$ cat src/rtl/minmax_sample_loader.sv
// minmax_sample_loader
//
// Input stage for the min/max finder. Synchronizes the switch bus and two
// push buttons, debounces the buttons, and turns each debounced load press
// into one sample offered over a valid/ready handshake. A debounced clear
// press emits a one-cycle clear strobe and resets the sample bookkeeping.
//
// Ports
//   clk           system clock, rising edge
//   rst_n         asynchronous active-low reset
//   sw_data       raw switch value (asynchronous)
//   btn_load      raw load button, active-high (asynchronous)
//   btn_clear     raw clear button, active-high (asynchronous)
//   out_valid     a sample is pending for the min/max finder
//   out_data      pending sample, stable while out_valid is high
//   out_first     pending sample is the first since reset or clear
//   out_ready     min/max finder accepts the sample
//   clr_pulse     one-cycle clear strobe to the min/max finder
//   sample_count  samples transferred since clear (saturating)
//   full          sample_count == MAX_SAMPLES
//   overrun       sticky: a load press was dropped
module minmax_sample_loader #(
  parameter int DATA_W          = 8,
  parameter int DEBOUNCE_CYCLES = 500000,
  parameter int MAX_SAMPLES     = 16,
  localparam int CNT_W          = $clog2(MAX_SAMPLES + 1)
) (
  input  logic              clk,
  input  logic              rst_n,
  input  logic [DATA_W-1:0] sw_data,
  input  logic              btn_load,
  input  logic              btn_clear,
  output logic              out_valid,
  output logic [DATA_W-1:0] out_data,
  output logic              out_first,
  input  logic              out_ready,
  output logic              clr_pulse,
  output logic [CNT_W-1:0]  sample_count,
  output logic              full,
  output logic              overrun
);

  localparam int DB_W = (DEBOUNCE_CYCLES > 2) ? $clog2(DEBOUNCE_CYCLES) : 1;
  localparam logic [DB_W-1:0]  DB_LAST = DB_W'(DEBOUNCE_CYCLES - 1);
  localparam logic [CNT_W-1:0] CNT_MAX = CNT_W'(MAX_SAMPLES);

  // Button index inside the packed button vectors.
  localparam int BTN_LOAD  = 0;
  localparam int BTN_CLEAR = 1;

  typedef enum logic {
    IDLE = 1'b0,
    PEND = 1'b1
  } state_t;

  // Count one more transfer, holding at MAX_SAMPLES instead of wrapping.
  function automatic logic [CNT_W-1:0] sat_inc(input logic [CNT_W-1:0] c);
    if (c >= CNT_MAX) sat_inc = CNT_MAX;
    else              sat_inc = c + 1'b1;
  endfunction

  logic [DATA_W-1:0] sw_p0, sw_p1;
  logic [1:0]        btn_p0, btn_p1;
  logic [1:0]        stable, stable_d;
  logic [DB_W-1:0]   db_cnt [2];

  logic   load_evt, clr_evt;
  state_t state, state_nxt;
  logic   capture, xfer;

  // ---- stage p0/p1: two-flop synchronizers, then debounce ----
  always_ff @(posedge clk or negedge rst_n) begin
    if (!rst_n) begin
      sw_p0    <= '0;
      sw_p1    <= '0;
      btn_p0   <= '0;
      btn_p1   <= '0;
      stable   <= '0;
      stable_d <= '0;
      for (int i = 0; i < 2; i++) db_cnt[i] <= '0;
    end else begin
      sw_p0    <= sw_data;
      sw_p1    <= sw_p0;
      btn_p0   <= {btn_clear, btn_load};
      btn_p1   <= btn_p0;
      stable_d <= stable;
      for (int i = 0; i < 2; i++) begin
        // Any cycle of agreement restarts the stability window.
        if (btn_p1[i] == stable[i]) begin
          db_cnt[i] <= '0;
        end else if (db_cnt[i] == DB_LAST) begin
          stable[i] <= btn_p1[i];
          db_cnt[i] <= '0;
        end else begin
          db_cnt[i] <= db_cnt[i] + 1'b1;
        end
      end
    end
  end

  // Press events: one cycle on a debounced 0->1 transition only.
  assign load_evt = stable[BTN_LOAD]  & ~stable_d[BTN_LOAD];
  assign clr_evt  = stable[BTN_CLEAR] & ~stable_d[BTN_CLEAR];

  assign full = (sample_count == CNT_MAX);

  // ---- stage p2: load FSM and sample bookkeeping ----
  always_ff @(posedge clk or negedge rst_n) begin
    if (!rst_n) state <= IDLE;
    else        state <= state_nxt;
  end

  always_comb begin
    state_nxt = state;
    capture   = 1'b0;
    xfer      = 1'b0;
    out_valid = (state == PEND);
    if (clr_evt) begin
      // Clear overrides everything: a pending sample is discarded and a
      // simultaneous load or transfer is ignored.
      state_nxt = IDLE;
    end else begin
      case (state)
        IDLE: begin
          if (load_evt && !full) begin
            capture   = 1'b1;
            state_nxt = PEND;
          end
        end
        PEND: begin
          if (out_ready) begin
            xfer      = 1'b1;
            state_nxt = IDLE;
          end
        end
        default: state_nxt = IDLE;
      endcase
    end
  end

  always_ff @(posedge clk or negedge rst_n) begin
    if (!rst_n) begin
      out_data     <= '0;
      out_first    <= 1'b0;
      clr_pulse    <= 1'b0;
      sample_count <= '0;
      overrun      <= 1'b0;
    end else begin
      clr_pulse <= clr_evt;
      if (clr_evt) begin
        sample_count <= '0;
        overrun      <= 1'b0;
      end else begin
        if (xfer) sample_count <= sat_inc(sample_count);
        // A press is dropped while a sample waits or once the set is full.
        if (load_evt && ((state == PEND) || full)) overrun <= 1'b1;
      end
      if (capture) begin
        out_data  <= sw_p1;
        out_first <= (sample_count == '0);
      end
    end
  end

endmodule

$ cat config.mk
export PLATFORM = sky130hd
export DESIGN_NAME = minmax_sample_loader
export DESIGN_NICKNAME = d
export VERILOG_FILES = /design/src/rtl/minmax_sample_loader.sv
export SDC_FILE = /design/constraint.sdc
export NUM_CORES = 1
export LEC_CHECK = 0
export ABC_AREA = 1
export BUFFER_PORTS_ARGS = -buffer_cell sky130_fd_sc_hd__buf_2
export CORE_MARGIN = 1
export CORE_UTILIZATION = 45
export DETAILED_ROUTE_END_ITERATION = 8
export GPL_ROUTABILITY_DRIVEN = 0
export GPL_TIMING_DRIVEN = 1
export SLEW_MARGIN = 25
export SYNTH_ARGS = -nofsm -noshare
export SYNTH_HDL_FRONTEND = slang
export SYNTH_SLANG_ARGS = --single-unit
$ cat constraint.sdc
create_clock -name clk -period 2.8 [get_ports clk]
set_input_delay 0.28 -clock clk [delete_from_list [all_inputs] [get_ports clk]]
set_output_delay 0.28 -clock clk [all_outputs]
set_load 0.02 [all_outputs]
==> summary.txt <==
=============================================================================
Clock transition at the registers of the reported paths ........      0.08 ns
Overall die area ...............................................     8510 µm²
Average size of a mapped cell ..................................     8.72 µm²
Iteration count of the initial detailed-routing pass ...........            4
Number of nets in the layout ...................................          477
Maximum level of the CTS H-tree ................................            3
Combined area of all synthesized cells .........................     3660 µm²
Cell accounting for the most synthesized area .................. sky130_fd_sc_hd__dfrtp_1
Kind of path behind the tightest hold check .................... primary input to async pin
Mapped Cells ...................................................          420
Post-CTS Hold Buffers ..........................................            0
Slew Limit Headroom ............................................        53.7%
Data arrival time at the worst-slack endpoint ..................      1.57 ns
Number of I/O pins .............................................           31
Clock root buffer master ....................................... sky130_fd_sc_hd__clkbuf_8
Count of endpoints failing setup in the final report ...........            0
Number of clock sinks ..........................................           79
Antenna violations before repair ...............................            0
Max Transition Viols Final .....................................            0
Proportion of synthesized chip area in sequential cells ........        54.0%
Run status ..................................................... finished with violations
Buffers inserted during post-CTS setup optimization ............            0
Worst Skew .....................................................   0.00992 ns
Antenna-violating nets left ....................................            0
Highest fanout seen on the critical path .......................            4
CTS Buf Count ..................................................            9
Number of design rule violations left after detail routing .....            0
Setup Crit Path Kind ........................................... flip-flop to primary output
Failing checks .................................................  hold timing
Setup repair after global routing missed its margin ............        false
Proportion of layout cells with a drive suffix above 1 .........        18.9%
Pin count of the biggest net entering global routing ...........           80
Number of global-route vias before repair ......................        2,625
Count of input and output buffers ..............................           30
XOR/XNOR share of the synthesized area .........................        4.47%
Final hold slack ...............................................   -0.0675 ns
Mux contribution to synthesized area ...........................           0%
Achievable clock frequency .....................................    0.540 GHz
Die Span Y .....................................................      92.2 µm
Final Hold Violating Endpoints .................................           79
Number of register bits inferred by synthesis ..................           79
Tot GR Track Use ...............................................        17.5%
HPWL after detailed placement ..................................      4.74 mm
Latest clock arrival within the worst-skew pair ................      0.35 ns
Endpoint kind of the worst setup timing path ................... primary output
Total of max-cap violations ....................................            0
Dominant combinational cell family by area after synthesis ..... simple AND/OR/NAND/NOR gates
Simple-gate portion of the synthesized area ....................        29.1%
Count of warnings emitted by yosys .............................            0
DRT Wirelength .................................................      6.61 mm
Nets in the synthesized netlist ................................          437
TritonCTS clock tree ...........................................          yes
Global-route wire length before repair .........................      11.8 mm
Synth cell types ...............................................           31
Max VDD drop ...................................................     0.181 mV
Area share of the leading cell type in the synthesized netlist .        54.0%
Tightest Pin Transition ........................................     0.695 ns
Aggregate negative setup slack .................................         0 ns
Crit path launch type ..........................................    flip-flop
Via count ......................................................        2,717
Leakage ........................................................      1.90 nW
Post-synth EDFFs ...............................................            0
Predominant post-synthesis flop cell ........................... sky130_fd_sc_hd__dfrtp_1
Average routed wire per standard cell ..........................      11.7 µm
Most repeated cell in the gate-level netlist after synthesis ... sky130_fd_sc_hd__nor2_1
Clk buf depth ..................................................            2
# rows .........................................................           32
Power Density ..................................................   492 nW/µm²
Die X ..........................................................      92.2 µm
Top cells by instance count after synthesis .................... sky130_fd_sc_hd__nor2_1, sky130_fd_sc_hd__dfrtp_1, sky130_fd_sc_hd__nand2_1, sky130_fd_sc_hd__inv_1, sky130_fd_sc_hd__nand3_1
Fin crit period ................................................      1.85 ns
Most area-consuming cells after synthesis ...................... sky130_fd_sc_hd__dfrtp_1, sky130_fd_sc_hd__nor2_1, sky130_fd_sc_hd__nand2_1
Antenna diodes .................................................            0
Fraction of the mapped netlist area in compound gates ..........        5.26%
WP data required ...............................................      2.52 ns
Starting DRC count in detailed routing .........................          139
Synth Area in Adders ...........................................        1.37%
Vias per std cell ..............................................         4.79
Final core area utilization ....................................        52.8%
Post-route clock period utilization ............................        66.1%
Area added between synthesis and finish ........................        12.5%
Core Area ......................................................     7810 µm²
Post-synthesis async set-or-reset flop share ...................         100%
Post_cts resized ...............................................            0
Initial core utilization .......................................        46.9%
Overflow left after global routing .............................            0
=============================================================================
[where the power goes]
| group | internal (W) | total, W | switching (W) |
|---|---|---|---|
| combinational | 0.0000168 | 0.0000590 | 0.0000422 |
| sequential | 0.00116 | 0.00117 | 0.00000995 |
| clock | 0.000339 | 0.000798 | 0.000459 |
[worst max-delay path, cell delays in order, from the launching register on]
cell and delay [ns]:
sky130_fd_sc_hd__dfrtp_1 0.41, sky130_fd_sc_hd__inv_1 0.12, sky130_fd_sc_hd__ha_1 0.16, sky130_fd_sc_hd__nand2_1 0.05
sky130_fd_sc_hd__nor2_1 0.11, sky130_fd_sc_hd__nand2_1 0.13, sky130_fd_sc_hd__inv_1 0.08, sky130_fd_sc_hd__buf_2 0.16
[layout by cell type, fill, tap and decap left out, types with 2 or more instances in the layout]
cell type and count:
sky130_fd_sc_hd__a21oi_1 12, sky130_fd_sc_hd__and2_1 2, sky130_fd_sc_hd__buf_2 29, sky130_fd_sc_hd__clkbuf_8 9, sky130_fd_sc_hd__clkinvlp_4 2, sky130_fd_sc_hd__dfrtp_1 79
sky130_fd_sc_hd__ha_1 4, sky130_fd_sc_hd__inv_1 50, sky130_fd_sc_hd__inv_2 4, sky130_fd_sc_hd__inv_6 3, sky130_fd_sc_hd__nand2_1 72, sky130_fd_sc_hd__nand2_2 10
sky130_fd_sc_hd__nand3_1 25, sky130_fd_sc_hd__nand4_1 3, sky130_fd_sc_hd__nor2_1 87, sky130_fd_sc_hd__nor2_2 13, sky130_fd_sc_hd__nor2_4 6, sky130_fd_sc_hd__nor3_1 7
sky130_fd_sc_hd__nor3b_1 2, sky130_fd_sc_hd__o21ai_0 8, sky130_fd_sc_hd__o21ai_1 9, sky130_fd_sc_hd__xnor2_1 6, sky130_fd_sc_hd__xor2_1 9
[sequential cells by signal, indices dropped and copies added, names as in the netlist]
name,cells
db_cnt,38
out_data,8
sw_p0,8
sw_p1,8
sample_count,5
btn_p0,2
btn_p1,2
stable,2
stable_d,2
clr_pulse,1
out_first,1
out_valid,1
overrun,1
[final timing paths]
kind                                             end  slack [ns]  cells after the start                         from
worst max-delay path                            full        0.95                      7  sample_count[0]$_DFFE_PN0P_
worst max register to register  db_cnt[36]$_DFF_PN0_        1.31                      8         db_cnt[19]$_DFF_PN0_
worst min-delay path            db_cnt[25]$_DFF_PN0_       -0.07                      1                        rst_n
worst min register to register    sw_p1[3]$_DFF_PN0_        0.35                      0           sw_p0[3]$_DFF_PN0_
max in group asynchronous        btn_p0[0]$_DFF_PN0_        2.37                      1                        rst_n
min in group clk                  sw_p0[2]$_DFF_PN0_        0.03                      1                   sw_data[2]
[routing by layer]
| layer | GRT usage, % | routed length [µm] | vias to the layer above |
|---|---|---|---|
| met5 | 0 | 0 | - |
| li1 | - | - | 1384 |
| met3 | 3.32 | 201 | 11 |
| met4 | 7.81 | 121 | 0 |
| met2 | 27.2 | 2930 | 49 |
| met1 | 23.9 | 3350 | 1273 |
[cells by family after synthesis]
group / count (synthesis)
flip-flops: 79
AO/OA/AOI/OAI: 34
AND/OR/NAND/NOR: 231
XOR/XNOR: 17
buffers and inverters: 55
adder cells (fa/ha/maj): 4
[per-stage QoR]
stage / instance area [µm²] / total power [W] / std cells / setup slack, ns / hold WS [ns]
final: 4120 / 0.00203 / 567 / 0.948 / -0.0675
after global routing: 4120 / 0.00213 / 567 / 0.780 / 0.00139
after CTS: 4120 / 0.00206 / 567 / 0.936 / 0.0110
after detailed placement: 3930 / 0.00126 / 551 / 1.33 / 0.337
after global placement: 3930 / 0.00125 / 551 / 1.37 / 0.331
after floorplan: 3660 / 0.00122 / 420 / 1.32 / -0.0156
[area by class of cell]
| class | count | area, µm² |
|---|---|---|
| clock inverter | 7 | 61.3 |
| timing repair buffer | 30 | 156 |
| sequential | 79 | 1980 |
| clock buffer | 9 | 124 |
| fill | 740 | 3690 |
| multi-input combinational | 286 | 1470 |
| tap | 102 | 128 |
| inverter | 54 | 203 |
(Power assumes the default switching activity.)
